<file path="src/rtl/mdu.sv">
// mdu: iterative MULT/DIV unit writing HI/LO, plus direct MTHI/MTLO; MDU_DIV_EN builds the divider.
// Latency: MULT/DIV results land WIDTH+1 edges after issue; MTHI/MTLO are visible the next cycle.
// Backpressure: busy stays high for the whole operation; start is ignored while busy.
module mdu #(
    parameter int WIDTH = 32
) (
    input  logic             clk,
    input  logic             rst_n,
    input  logic             start,
    input  logic [2:0]       op,
    input  logic [WIDTH-1:0] a,
    input  logic [WIDTH-1:0] b,
    output logic             busy,
    output logic             done,
    output logic [WIDTH-1:0] hi,
    output logic [WIDTH-1:0] lo
);

    localparam logic [2:0] OP_MULTU = 3'b000;
    localparam logic [2:0] OP_MULT  = 3'b001;
    localparam logic [2:0] OP_MTHI  = 3'b100;
    localparam logic [2:0] OP_MTLO  = 3'b101;
`ifdef MDU_DIV_EN
    localparam logic [2:0] OP_DIVU  = 3'b010;
    localparam logic [2:0] OP_DIV   = 3'b011;
`endif

    localparam int               CNT_W    = $clog2(WIDTH);
    localparam logic [CNT_W-1:0] CNT_LAST = CNT_W'(WIDTH - 1);

    typedef enum logic [1:0] {
        IDLE = 2'd0,
        RUN  = 2'd1,
        FIN  = 2'd2
    } state_t;

    state_t             state;
    state_t             state_nxt;
    logic               accept;
    logic               mt_hi;
    logic               mt_lo;

    logic [CNT_W-1:0]   cnt;
    // Upper half: multiply partial sum / running remainder.
    // Lower half: multiplier being shifted out / dividend shifting into quotient.
    logic [2*WIDTH-1:0] acc;
    logic [2*WIDTH-1:0] acc_step;
    // Multiplicand magnitude for multiply, divisor magnitude for divide.
    logic [WIDTH-1:0]   addend;
    // Product / quotient needs negating at the end.
    logic               neg_res;

    logic               is_mul_op;
    logic               is_div_op;
    logic               a_neg;
    logic               b_neg;
    logic [WIDTH-1:0]   mag_a;
    logic [WIDTH-1:0]   mag_b;

    logic [WIDTH:0]     mul_sum;
    logic [2*WIDTH-1:0] mul_step;
    logic [2*WIDTH-1:0] prod_fix;
    logic [WIDTH-1:0]   fin_hi;
    logic [WIDTH-1:0]   fin_lo;

`ifdef MDU_DIV_EN
    logic               div_q;
    logic               neg_rem;
    logic               dz_q;
    logic [WIDTH-1:0]   a_q;
    logic [WIDTH:0]     div_shift;
    logic [WIDTH:0]     div_diff;
    logic [2*WIDTH-1:0] div_step;
    logic [WIDTH-1:0]   quo_fix;
    logic [WIDTH-1:0]   rem_fix;
`endif

    // ---------------------------------------------------------------
    // Issue decode and operand magnitudes
    // ---------------------------------------------------------------
    assign is_mul_op = (op == OP_MULTU) || (op == OP_MULT);
`ifdef MDU_DIV_EN
    assign is_div_op = (op == OP_DIVU) || (op == OP_DIV);
`else
    assign is_div_op = 1'b0;
`endif

    // The signed variants are the odd opcodes.
    assign a_neg = op[0] & a[WIDTH-1];
    assign b_neg = op[0] & b[WIDTH-1];
    // The most-negative value maps onto itself, which is its correct unsigned magnitude.
    assign mag_a = a_neg ? ({WIDTH{1'b0}} - a) : a;
    assign mag_b = b_neg ? ({WIDTH{1'b0}} - b) : b;

    // ---------------------------------------------------------------
    // One iteration of shift-add multiply / restoring divide
    // ---------------------------------------------------------------
    assign mul_sum  = {1'b0, acc[2*WIDTH-1:WIDTH]} + (acc[0] ? {1'b0, addend} : {(WIDTH+1){1'b0}});
    assign mul_step = {mul_sum, acc[WIDTH-1:1]};

`ifdef MDU_DIV_EN
    // Remainder stays below the divisor, so a carry out of the shift always subtracts cleanly.
    assign div_shift = {acc[2*WIDTH-1:WIDTH], acc[WIDTH-1]};
    assign div_diff  = div_shift - {1'b0, addend};
    assign div_step  = div_diff[WIDTH] ? {div_shift[WIDTH-1:0], acc[WIDTH-2:0], 1'b0}
                                       : {div_diff[WIDTH-1:0],  acc[WIDTH-2:0], 1'b1};
    assign acc_step  = div_q ? div_step : mul_step;
`else
    assign acc_step  = mul_step;
`endif

    // ---------------------------------------------------------------
    // Sign correction and final HI/LO values presented during FIN
    // ---------------------------------------------------------------
    assign prod_fix = neg_res ? ({(2*WIDTH){1'b0}} - acc) : acc;
`ifdef MDU_DIV_EN
    // Most-negative / -1 needs no special case: the quotient magnitude is already
    // the most-negative pattern, signs agree so it is not negated, and remainder is 0.
    assign quo_fix  = neg_res ? ({WIDTH{1'b0}} - acc[WIDTH-1:0]) : acc[WIDTH-1:0];
    assign rem_fix  = neg_rem ? ({WIDTH{1'b0}} - acc[2*WIDTH-1:WIDTH]) : acc[2*WIDTH-1:WIDTH];
`endif

    // Select the result that HI/LO take at the edge ending FIN.
    always_comb begin
        fin_hi = prod_fix[2*WIDTH-1:WIDTH];
        fin_lo = prod_fix[WIDTH-1:0];
`ifdef MDU_DIV_EN
        if (div_q) begin
            if (dz_q) begin
                fin_hi = a_q;
                fin_lo = {WIDTH{1'b1}};
            end else begin
                fin_hi = rem_fix;
                fin_lo = quo_fix;
            end
        end
`endif
    end

    // ---------------------------------------------------------------
    // Control FSM
    // ---------------------------------------------------------------
    // Next-state and issue decode; MT writes only happen from IDLE.
    always_comb begin
        state_nxt = state;
        accept    = 1'b0;
        mt_hi     = 1'b0;
        mt_lo     = 1'b0;
        case (state)
            IDLE: begin
                if (start) begin
                    if (is_mul_op || is_div_op) begin
                        accept    = 1'b1;
                        state_nxt = RUN;
                    end
                    mt_hi = (op == OP_MTHI);
                    mt_lo = (op == OP_MTLO);
                end
            end
            RUN: begin
                if (cnt == CNT_LAST) begin
                    state_nxt = FIN;
                end
            end
            FIN: begin
                state_nxt = IDLE;
            end
            default: begin
                state_nxt = IDLE;
            end
        endcase
    end

    // State register with registered busy/done so both come straight from flops.
    always_ff @(posedge clk or negedge rst_n) begin
        if (!rst_n) begin
            state <= IDLE;
            busy  <= 1'b0;
            done  <= 1'b0;
        end else begin
            state <= state_nxt;
            busy  <= (state_nxt != IDLE);
            done  <= (state == FIN);
        end
    end

    // Operand latch at issue, then one iteration per RUN cycle.
    always_ff @(posedge clk or negedge rst_n) begin
        if (!rst_n) begin
            cnt     <= '0;
            acc     <= '0;
            addend  <= '0;
            neg_res <= 1'b0;
`ifdef MDU_DIV_EN
            div_q   <= 1'b0;
            neg_rem <= 1'b0;
            dz_q    <= 1'b0;
            a_q     <= '0;
`endif
        end else begin
            case (state)
                IDLE: begin
                    if (accept) begin
                        cnt     <= '0;
                        neg_res <= a_neg ^ b_neg;
                        if (is_div_op) begin
                            addend <= mag_b;
                            acc    <= {{WIDTH{1'b0}}, mag_a};
                        end else begin
                            addend <= mag_a;
                            acc    <= {{WIDTH{1'b0}}, mag_b};
                        end
`ifdef MDU_DIV_EN
                        div_q   <= is_div_op;
                        neg_rem <= a_neg;
                        dz_q    <= (b == {WIDTH{1'b0}});
                        a_q     <= a;
`endif
                    end
                end
                RUN: begin
                    cnt <= cnt + CNT_W'(1);
                    acc <= acc_step;
                end
                default: begin
                end
            endcase
        end
    end

    // Architectural HI/LO: direct moves from IDLE, results at the edge ending FIN.
    always_ff @(posedge clk or negedge rst_n) begin
        if (!rst_n) begin
            hi <= '0;
            lo <= '0;
        end else if (state == FIN) begin
            hi <= fin_hi;
            lo <= fin_lo;
        end else begin
            if (mt_hi) begin
                hi <= a;
            end
            if (mt_lo) begin
                lo <= a;
            end
        end
    end

endmodule

</file>
<file path="config.mk">
export PLATFORM = sky130hd
export DESIGN_NAME = mdu
export DESIGN_NICKNAME = d
export VERILOG_FILES = /design/src/rtl/mdu.sv
export SDC_FILE = /design/constraint.sdc
export NUM_CORES = 1
export LEC_CHECK = 0
export BUFFER_PORTS_ARGS = -buffer_cell sky130_fd_sc_hd__buf_2
export CORE_MARGIN = 5
export CORE_UTILIZATION = 54
export DETAILED_ROUTE_END_ITERATION = 16
export PLACE_DENSITY_LB_ADDON = 0.25
export SLEW_MARGIN = 20
export SYNTH_ARGS = -nofsm -noshare
export SYNTH_HDL_FRONTEND = slang
export SYNTH_SLANG_ARGS = --single-unit
</file>
<file path="constraint.sdc">
create_clock -name clk -period 3.3 [get_ports clk]
set_clock_uncertainty 0.1 [all_clocks]
set_input_delay 0.66 -clock clk [delete_from_list [all_inputs] [get_ports clk]]
set_output_delay 0.66 -clock clk [all_outputs]
set_load 0.05 [all_outputs]
</file>
==> impl_metrics.ini, run 1 <==
[power_and_ir_drop]
power_frac_seq_pct = 30.8
power.total_uw = 13000
p_comb_share_pct = 53.9
pwr_density_cell_nw_per_um2 = 967
clkPwrFrac_pct = 15.3
p_int_uw = 6650
p_sw_share_pct = 49.0
vdd_drop_max_v = 0.000653
p_switching_uw = 6390
p_leak_uw = 0.00596

[yosys]
synth_top_area_share_pct = 37.5
synth-seq-cells = 170
netlist_instances = 1317
synth_edf_count = 0
ys_warn_count = 0
synth_flop_cell = dfrtp_1
synth_nets = 1425
syn_avg_cell_area_um2 = 8.62
synthArstFlopShare_pct = 100
syn_area_um2 = 11400
yosysMostFrequentCell = o21ai_0
yosysTopAreaCell = dfrtp_1
yosysSeqAreaShare_pct = 37.5
synth.area.top_cells = dfrtp_1, o21ai_0, xnor2_1
synth_common_cells = o21ai_0, dfrtp_1, nand2_1, a21oi_1, xnor2_1
synth_cell_type_count = 58

[placement]
dp.cells = 1721
dpl.hpwl_um = 26100
place_ws_ns = -0.216
gp_congestion = 0.967
numPortBuffers = 135
post_dp_cell_area_um2 = 12700

[cts]
clk_path_buf_depth = 2
cts-htree-levels = 4
hold_buffers = 0
cts.reportedPaths.clkPinSlew_ns = 0.07
root_buffer = clkbuf_16
clk_latency_ns = 0.44
cts_tree = done
cts.sinks = 170
cts_buffers = 17

[floorplan]
chipWidth_um = 155
die-area_um2 = 24000
core_um2 = 20900
io_pins = 136
initial_core_util_pct = 54.4
die_h_um = 155
rows = 53

[finish]
fin_area_um2 = 13500
fin_nets = 1574
stdcell_count = 1755
drive_above_1_share_pct = 21.3
area_delta_synth_final_pct = 18.8

[min_path]
hold_class = in2async

[worst_setup_path]
reg2reg_from = acc[33]$_DFFE_PN0P_
setup.worst_path.end_class = register
cp_cell_sequence = or4_4, or3_4, or4_4, or3_4, or4_4, buf_6, o31ai_4, xor2_1, a21oi_1
crit_start = acc[33]$_DFFE_PN0P_
critPathRequiredTime_ns = 3.51
crit_family = simple AND/OR/NAND/NOR gates
criticalPathCategory = reg2reg
cpMaxStageDelayCell = or4_4
critPathMaxStageDelay_ns = 0.53
cpMostUsedCell = or4_4
critPathMaxFanout = 3
start_kind = register
worst-path-buf-inv = 1
worstPathArrival_ns = 3.75

[drt]
postRouteAntennaNets = 0
drc = 0
drt-total-wl_um = 35400
drt_iter0_drc = 1073
firstDrtPassIters = 5
vias_per_cell = 6.03
vias = 10576
wl_per_cell_um = 20.2

[sta]
hold_violations = 0
report.final.slew_viol_count = 0
finalCritPeriodShare_pct = 107
grt_setup_unrepaired = true
setup_slack_ns = -0.235
fmax_ghz = 0.283
worst_pin_slew_ns = 0.974
min_period_ns = 3.53
relSlewSlack_pct = 34.9
setup_viol = 15
hold_ws_ns = 0.121

[global_route]
grt_pass1_wl_um = 55600
grt_pass1_vias = 9938
grtUsageTotal_pct = 29.3
overflow = 0
grt_antenna_before_repair = 1
grt_max_degree = 77

[flow_run]
maxCapViolCount = 0

[run_status]
status = finished with violations
violations = setup timing
-- timing repair --
item / 4_1_cts / 5_1_grt
gates resized for setup: 21 / 29
gates cloned: 0 / 0
buffers inserted: 1 / 0
setup endpoints to repair: 17 / 32
pin swaps: 11 / 10
endpoints found under the hold margin: 0 / 0
-- cell type report --
class                   instances  area (µm²)
multi-input cells            1044        6920
clock inverters                15         140
flip-flops and latches        170        4260
inverters                      22        83.8
diodes                          1        2.50
repair buffers                211        1320
fillers                      1762        7400
clock buffers                  17         425
well taps                     275         344
-- state kept, by name, summed over array words and instances (netlist names), 2 cells and up --
register and flops:
acc 64, lo 32, addend 32, cnt 5
state 2, hi 32
-- final timing paths --
| path | to | cells past startpoint | slack (ns) |
|---|---|---|---|
| setup / recovery | hi[27]$_DFFE_PN0P_ | 9 | -0.23 |
| hold / removal | addend[18]$_DFFE_PN0P_ | 1 | 0.12 |
| setup reg to reg | hi[27]$_DFFE_PN0P_ | 9 | -0.23 |
| hold reg to reg | addend[31]$_DFFE_PN0P_ | 2 | 0.37 |
| max in group asynchronous | acc[0]$_DFFE_PN0P_ | 2 | 2.09 |
| min in group clk | addend[31]$_DFFE_PN0P_ | 2 | 0.37 |
-- layout by cell type, fill, tap and decap left out, types with 19 or more instances in the layout --
cell,instances
a21oi_1,80
a22oi_1,31
and2_1,35
buf_2,134
buf_4,69
dfrtp_1,169
ha_1,37
inv_1,21
mux2_2,25
mux2i_1,31
nand2_1,158
nor2_1,73
nor3_1,19
o21ai_0,181
o31ai_1,25
xnor2_1,80
xor2_1,69
-- power by group through the flow --
stage / combinational (µW) / clock, µW / sequential (µW)
3_5_place_dp: 6810 / 0 / 3980
5_1_grt: 7620 / 2100 / 4140
4_1_cts: 6900 / 2000 / 3980
6_report: 7030 / 2000 / 4010
2_1_floorplan: 3580 / 0 / 5090
3_3_place_gp: 6680 / 0 / 3960
-- logic make-up (layout without fill, tap and decap cells) --
group / count (synthesis) / count (layout) / share of synthesized area (%)
xor gates and xnor gates: 149 / 149 / 11.5
AOI/OAI and AO/OA: 412 / 412 / 21.7
adders and majority gates: 38 / 38 / 4.25
buffers and inverters: 103 / 265 / 3.51
muxes: 56 / 56 / 5.21
other: 0 / 1 / 0
DFF: 170 / 170 / 37.5
and+or+nand+nor: 389 / 389 / 16.4
-- stage by stage --
| stage | util [%] | setup TNS [ns] |
|---|---|---|
| floorplan | - | -0.782 |
| global placement | 60.9 | -1.78 |
| detailed placement | 60.9 | -2.58 |
| CTS | 64.1 | -1.74 |
| global route | 64.6 | -3.19 |
| finish | 64.6 | -1.74 |
-- per-layer routing --
layer	global-route usage (%)	up-vias	routed length, µm
met2	45.9	459	16400
met5	0	-	0
met3	4.42	59	2590
met4	6.64	0	809
met1	43.0	5075	15600
li1	-	4983	-
-- worst reg2reg max path, stage by stage, from the launching register on --
cell and delay, ns:
dfrtp_1 0.38, or4_4 0.53, or3_4 0.34, or4_4 0.43
or3_4 0.39, or4_4 0.51, buf_6 0.16, o31ai_4 0.22
xor2_1 0.24, a21oi_1 0.11
Power figures use the tool's default switching activity.
==> inputs of run 2 (changes only) <==
- CORE_ASPECT_RATIO: not set -> 0.8
- SETUP_SLACK_MARGIN: not set -> 0.2
==> run 2 against run 1 <==
The flow still finishes with violations (setup timing). Non-clock buffer count fell by 1. Largest cell class unchanged. Core utilization rose by 1.4 points. Sequential power barely moved. Final cell count fell by 0.57%. Setup slack got worse by 0.0040 ns. Global-route usage fell by 1.7 points. Routed wire length fell by 4.0%. Critical path type unchanged. Via count rose by 0.72%. Largest power group unchanged. Final area rose by 1.3%. Power rose by 0.75%. First-iteration DRC count fell by 12%.
==> impl_metrics.ini, run 2 (synthesized netlist as in run 1, its figures left out) <==
[cts]
cts_tree = done
clk_path_buf_depth = 2
clk_latency_ns = 0.43
cts_buffers = 17
cts.sinks = 170
cts.reportedPaths.clkPinSlew_ns = 0.07
cts-htree-levels = 4
root_buffer = clkbuf_16

[sta]
worst_pin_slew_ns = 0.878
finalCritPeriodShare_pct = 107
hold_violations = 0
min_period_ns = 3.54
setup_slack_ns = -0.239
grt_setup_unrepaired = true
report.final.slew_viol_count = 0
setup_viol = 16
relSlewSlack_pct = 41.5
fmax_ghz = 0.283

[placement]
numPortBuffers = 135
gp_congestion = 0.927
dpl.hpwl_um = 24900

[global_route]
overflow = 0
grt_pass1_vias = 10003
grtUsageTotal_pct = 27.6
grt_antenna_before_repair = 0
grt_pass1_wl_um = 53200
grt_max_degree = 68

[worst_setup_path]
start_kind = register
criticalPathCategory = reg2reg
crit_start = acc[30]$_DFFE_PN0P_
setup.worst_path.end_class = register
worstPathArrival_ns = 3.73
critPathRequiredTime_ns = 3.50
r2r_end = hi[27]$_DFFE_PN0P_
reg2reg_from = acc[30]$_DFFE_PN0P_
rr_worst_depth = 10
r2r_slack_ns = -0.24
endpoint = hi[27]$_DFFE_PN0P_
critPathMaxFanout = 6

[drt]
vias_per_cell = 6.10
postRouteAntennaNets = 0
wl_per_cell_um = 19.5
drt-total-wl_um = 34000
drt_iter0_drc = 940
vias = 10652
firstDrtPassIters = 6
drc = 0

[floorplan]
io_pins = 136
die-area_um2 = 24000
chipWidth_um = 172
initial_core_util_pct = 54.9
die_h_um = 140
rows = 47
core_um2 = 20700

[finish]
area_delta_synth_final_pct = 20.3
antenna_cells = 0
n_fill_cell = 1726
final_util_pct = 66.0
mostFrequentLayoutCell = o21ai_0
top_register = acc
fin_nets = 1573
largest_reg_flops = 64
final_cell_mix = o21ai_0, dfrtp_1, nand2_1
drive_above_1_share_pct = 23.1

[run_status]
status = finished with violations
violations = setup timing

[min_path]
hold_class = in2async

[power_and_ir_drop]
vdd_drop_max_v = 0.000814
power.total_uw = 13100
pwr_density_cell_nw_per_um2 = 961
p_leak_uw = 0.00599

[flow_run]
maxCapViolCount = 0
## run 2: cell types whose count changed in the layout (fill, tap and decap cells not counted), moves of 4 or more
cell,before,now
a21oi_1,80,75
a21oi_2,2,7
buf_4,69,63
buf_6,3,7
ha_1,37,33
ha_2,0,4
o21ai_0,181,177
## run 2: what timing repair did
item | in CTS | in global routing
resized for setup | 44 | 37
setup buffers | 4 | 2
setup endpoints to repair | 32 | 47
pin swaps | 26 | 24
hold buffers | 0 | 0
## run 2: through the flow
step                setup TNS (ns)  worst slack [ns]  hold slack, ns  instances  instance area [µm²]
floorplan                   -0.827            -0.122           0.264       1317                11400
global placement            -0.782            -0.144           0.357       1709                12700
detailed placement           -1.83            -0.236           0.363       1709                12700
CTS                          -2.38            -0.265           0.105       1743                13500
global route                 -3.58            -0.304           0.119       1745                13700
finish                       -2.58            -0.239          0.0858       1745                13700
## run 2: worst min path at each step
stage,to,slack (ns),startpoint,cells past startpoint
after floorplan,acc[0]$_DFFE_PN0P_,0.26,rst_n,0
after global placement,addend[0]$_DFFE_PN0P_,0.36,addend[0]$_DFFE_PN0P_,2
after detailed placement,addend[13]$_DFFE_PN0P_,0.36,addend[13]$_DFFE_PN0P_,2
after CTS,acc[41]$_DFFE_PN0P_,0.10,rst_n,1
after global routing,acc[41]$_DFFE_PN0P_,0.12,rst_n,1
final,acc[41]$_DFFE_PN0P_,0.09,rst_n,1
## run 2: worst max-delay path, stage by stage, from the launching register on
cell,delay (ns)
dfrtp_1,0.37
or4_4,0.54
or3_4,0.34
or4_4,0.44
or3_4,0.35
or4_4,0.52
buf_6,0.15
buf_12,0.14
o31ai_4,0.19
xor2_1,0.18
a21oi_1,0.08
## run 2: layout make-up
class / count / area (µm²) / share of cell area [%]
multi-input combinational: 1044 / 7060 / 51.6
timing repair buffer: 210 / 1340 / 9.82
sequential: 170 / 4260 / 31.1
inverter: 22 / 83.8 / 0.613
clock inverter: 9 / 140 / 1.03
clock buffer: 21 / 450 / 3.30
tap: 269 / 337 / 2.46
## run 2: power by group
part | leakage (µW) | total, µW | internal, µW | switching (µW)
Sequential | 0.00209 | 4030 | 3060 | 973
Clock | 0.000280 | 2060 | 1210 | 851
Combinational | 0.00363 | 7050 | 2560 | 4490
## run 2: layer usage
metal	global-route usage (%)	share of wire, %
met4	7.36	2.2
met5	0	0
met2	40.6	44
met3	6.21	8.7
met1	41.0	45
==> inputs of run 3 (changes only) <==
- ABC_CLOCK_PERIOD_IN_PS: not set -> 3300
- BUFFER_PORTS_ARGS: -buffer_cell sky130_fd_sc_hd__buf_2 -> not set
- CORE_UTILIZATION: 54 -> 59
- DONT_BUFFER_PORTS: not set -> 1
==> run 3 against run 2 <==
The flow finishes with violations (hold timing, setup timing). Critical endpoint is now hi[19]$_DFFE_PN0P_. Non-clock buffer count shrank 145. Count of clock-buffer cells in the layout is the same. Final cell count shrank 8.8%. Sequential cell count is the same. Critical path depth shrank 1. Sequential share of layout area grew 2.0 points. Die area shrank 7.9%. Clock power grew 2%. Setup slack is essentially flat. Global-route usage grew 3.1 points. Sequential power grew 36%. Power shrank 3.3%.
==> impl_metrics.ini, run 3 (synthesized netlist as in run 1, its figures left out) <==
[global_route]
busiest_layer = met2
grt_util_met1_pct = 43.4
grt_pass1_wl_um = 53300
grtUsageTotal_pct = 30.6
met2_usage_pct = 45.4
use_met3_pct = 9.55
overflow = 0
grt_antenna_before_repair = 1
grt_pass1_vias = 9624
grt_max_degree = 171

[cts]
clk_path_buf_depth = 2
clk_latency_ns = 0.44
cts.sinks = 170
cts-htree-levels = 4
root_buffer = clkbuf_16
cts_tree = done
cts_buffers = 17
cts.reportedPaths.clkPinSlew_ns = 0.07

[sta]
min_period_ns = 3.54
grt_setup_unrepaired = true
fmax_ghz = 0.283
finalCritPeriodShare_pct = 107
setup_slack_ns = -0.239
relSlewSlack_pct = 38.6
hold_violations = 170
setup_viol = 19
hold_ws_ns = -0.195
report.final.slew_viol_count = 0
worst_pin_slew_ns = 0.920

[placement]
gp_congestion = 0.935
place_ws_ns = -0.241
dpl.hpwl_um = 23900
dp.cells = 1553
post_dp_cell_area_um2 = 11900
numPortBuffers = 0

[finish]
area_delta_synth_final_pct = 13.0
mostFrequentLayoutCell = o21ai_0
antenna_cells = 0
n_fill_cell = 1519
fin_area_um2 = 12800
stdcell_count = 1591
top_register = acc
largest_reg_flops = 64
final_util_pct = 67.7
fin_nets = 1428
drive_above_1_share_pct = 14.6
final_cell_mix = o21ai_0, dfrtp_1, nand2_1

[worst_setup_path]
cp_cell_sequence = or4_4, or3_4, or4_4, or3_4, or4_4, buf_6, o41ai_4, xor2_1, a21oi_1
cpMaxStageDelayCell = or4_4
cpMostUsedCell = or4_4
critPathRequiredTime_ns = 3.49
critPathMaxStageDelay_ns = 0.53
start_kind = register
reg2reg_from = acc[33]$_DFFE_PN0P_
criticalPathCategory = reg2reg
r2r_slack_ns = -0.24
worst-path-buf-inv = 1
worstPathArrival_ns = 3.72
critPathMaxFanout = 8
crit_family = simple AND/OR/NAND/NOR gates
setup.worst_path.end_class = register
r2r_end = hi[19]$_DFFE_PN0P_
rr_worst_depth = 9

[floorplan]
die-area_um2 = 22100
die_h_um = 134
core_um2 = 19000
initial_core_util_pct = 59.9
io_pins = 136
chipWidth_um = 165
rows = 45

[drt]
postRouteAntennaNets = 0
drt-total-wl_um = 34100
vias_per_cell = 6.31
vias = 10043
drt_iter0_drc = 1249
firstDrtPassIters = 5
wl_per_cell_um = 21.5
drc = 0

[flow_run]
maxCapViolCount = 0

[run_status]
violations = hold timing, setup timing
status = finished with violations

[power_and_ir_drop]
p_leak_uw = 0.00539
vdd_drop_max_v = 0.000750
pwr_density_cell_nw_per_um2 = 990
power.total_uw = 12700

[min_path]
hold_class = in2async
==> run 3: worst reg2reg max path: stages (launching register included) <==
cell and delay (ns):
dfrtp_1 0.38, or4_4 0.53, or3_4 0.34, or4_4 0.44, or3_4 0.40, or4_4 0.52, buf_6 0.17, o41ai_4 0.24
xor2_1 0.19, a21oi_1 0.08
==> run 3: repair_timing <==
item / 4_1_cts / 5_1_grt
pin swaps: 14 / 17
endpoints found under the setup margin: 26 / 48
endpoints found under the hold margin: 170 / 170
buffers inserted: 1 / 5
resized for setup: 37 / 36
==> run 3: stage by stage <==
step / TNS (ns) / hold WS [ns]
after CTS: -2.15 / -0.199
after detailed placement: -2.50 / 0.270
after floorplan: -0.827 / 0.264
final: -2.91 / -0.195
after global placement: -1.41 / 0.271
after global routing: -4.63 / -0.202
==> run 3: how the worst max path moves through the flow <==
stage	from	end	slack (ns)	cells after the start
2_1_floorplan	acc[33]$_DFFE_PN0P_	hi[21]$_DFFE_PN0P_	-0.12	9
3_3_place_gp	acc[33]$_DFFE_PN0P_	hi[22]$_DFFE_PN0P_	-0.15	9
3_5_place_dp	acc[33]$_DFFE_PN0P_	hi[28]$_DFFE_PN0P_	-0.24	9
4_1_cts	acc[33]$_DFFE_PN0P_	hi[28]$_DFFE_PN0P_	-0.20	9
5_1_grt	acc[33]$_DFFE_PN0P_	hi[19]$_DFFE_PN0P_	-0.32	9
6_report	acc[33]$_DFFE_PN0P_	hi[19]$_DFFE_PN0P_	-0.24	9
==> run 3: cell type report <==
cell class | count | area (µm²) | share of cell area, %
clock inverters | 11 | 135 | 1.05
clock buffers | 21 | 470 | 3.66
flip-flops and latches | 170 | 4260 | 33.1
inverters | 22 | 83.8 | 0.653
repair buffers | 65 | 514 | 4.01
multi-input cells | 1044 | 7060 | 55.0
well taps | 258 | 323 | 2.51
==> run 3: routing by layer <==
layer	share of wire, %	vias to the layer above
met3	10	47
met5	0.038	-
met2	45	439
met1	43	4865
met4	1.9	2
li1	-	4690
==> run 3: report_power, final <==
group / internal [µW] / total [µW] / switching (µW)
Sequential: 3020 / 5470 / 2450
Clock: 1190 / 2100 / 915
Combinational: 2260 / 5130 / 2870
Total: 6470 / 12700 / 6240
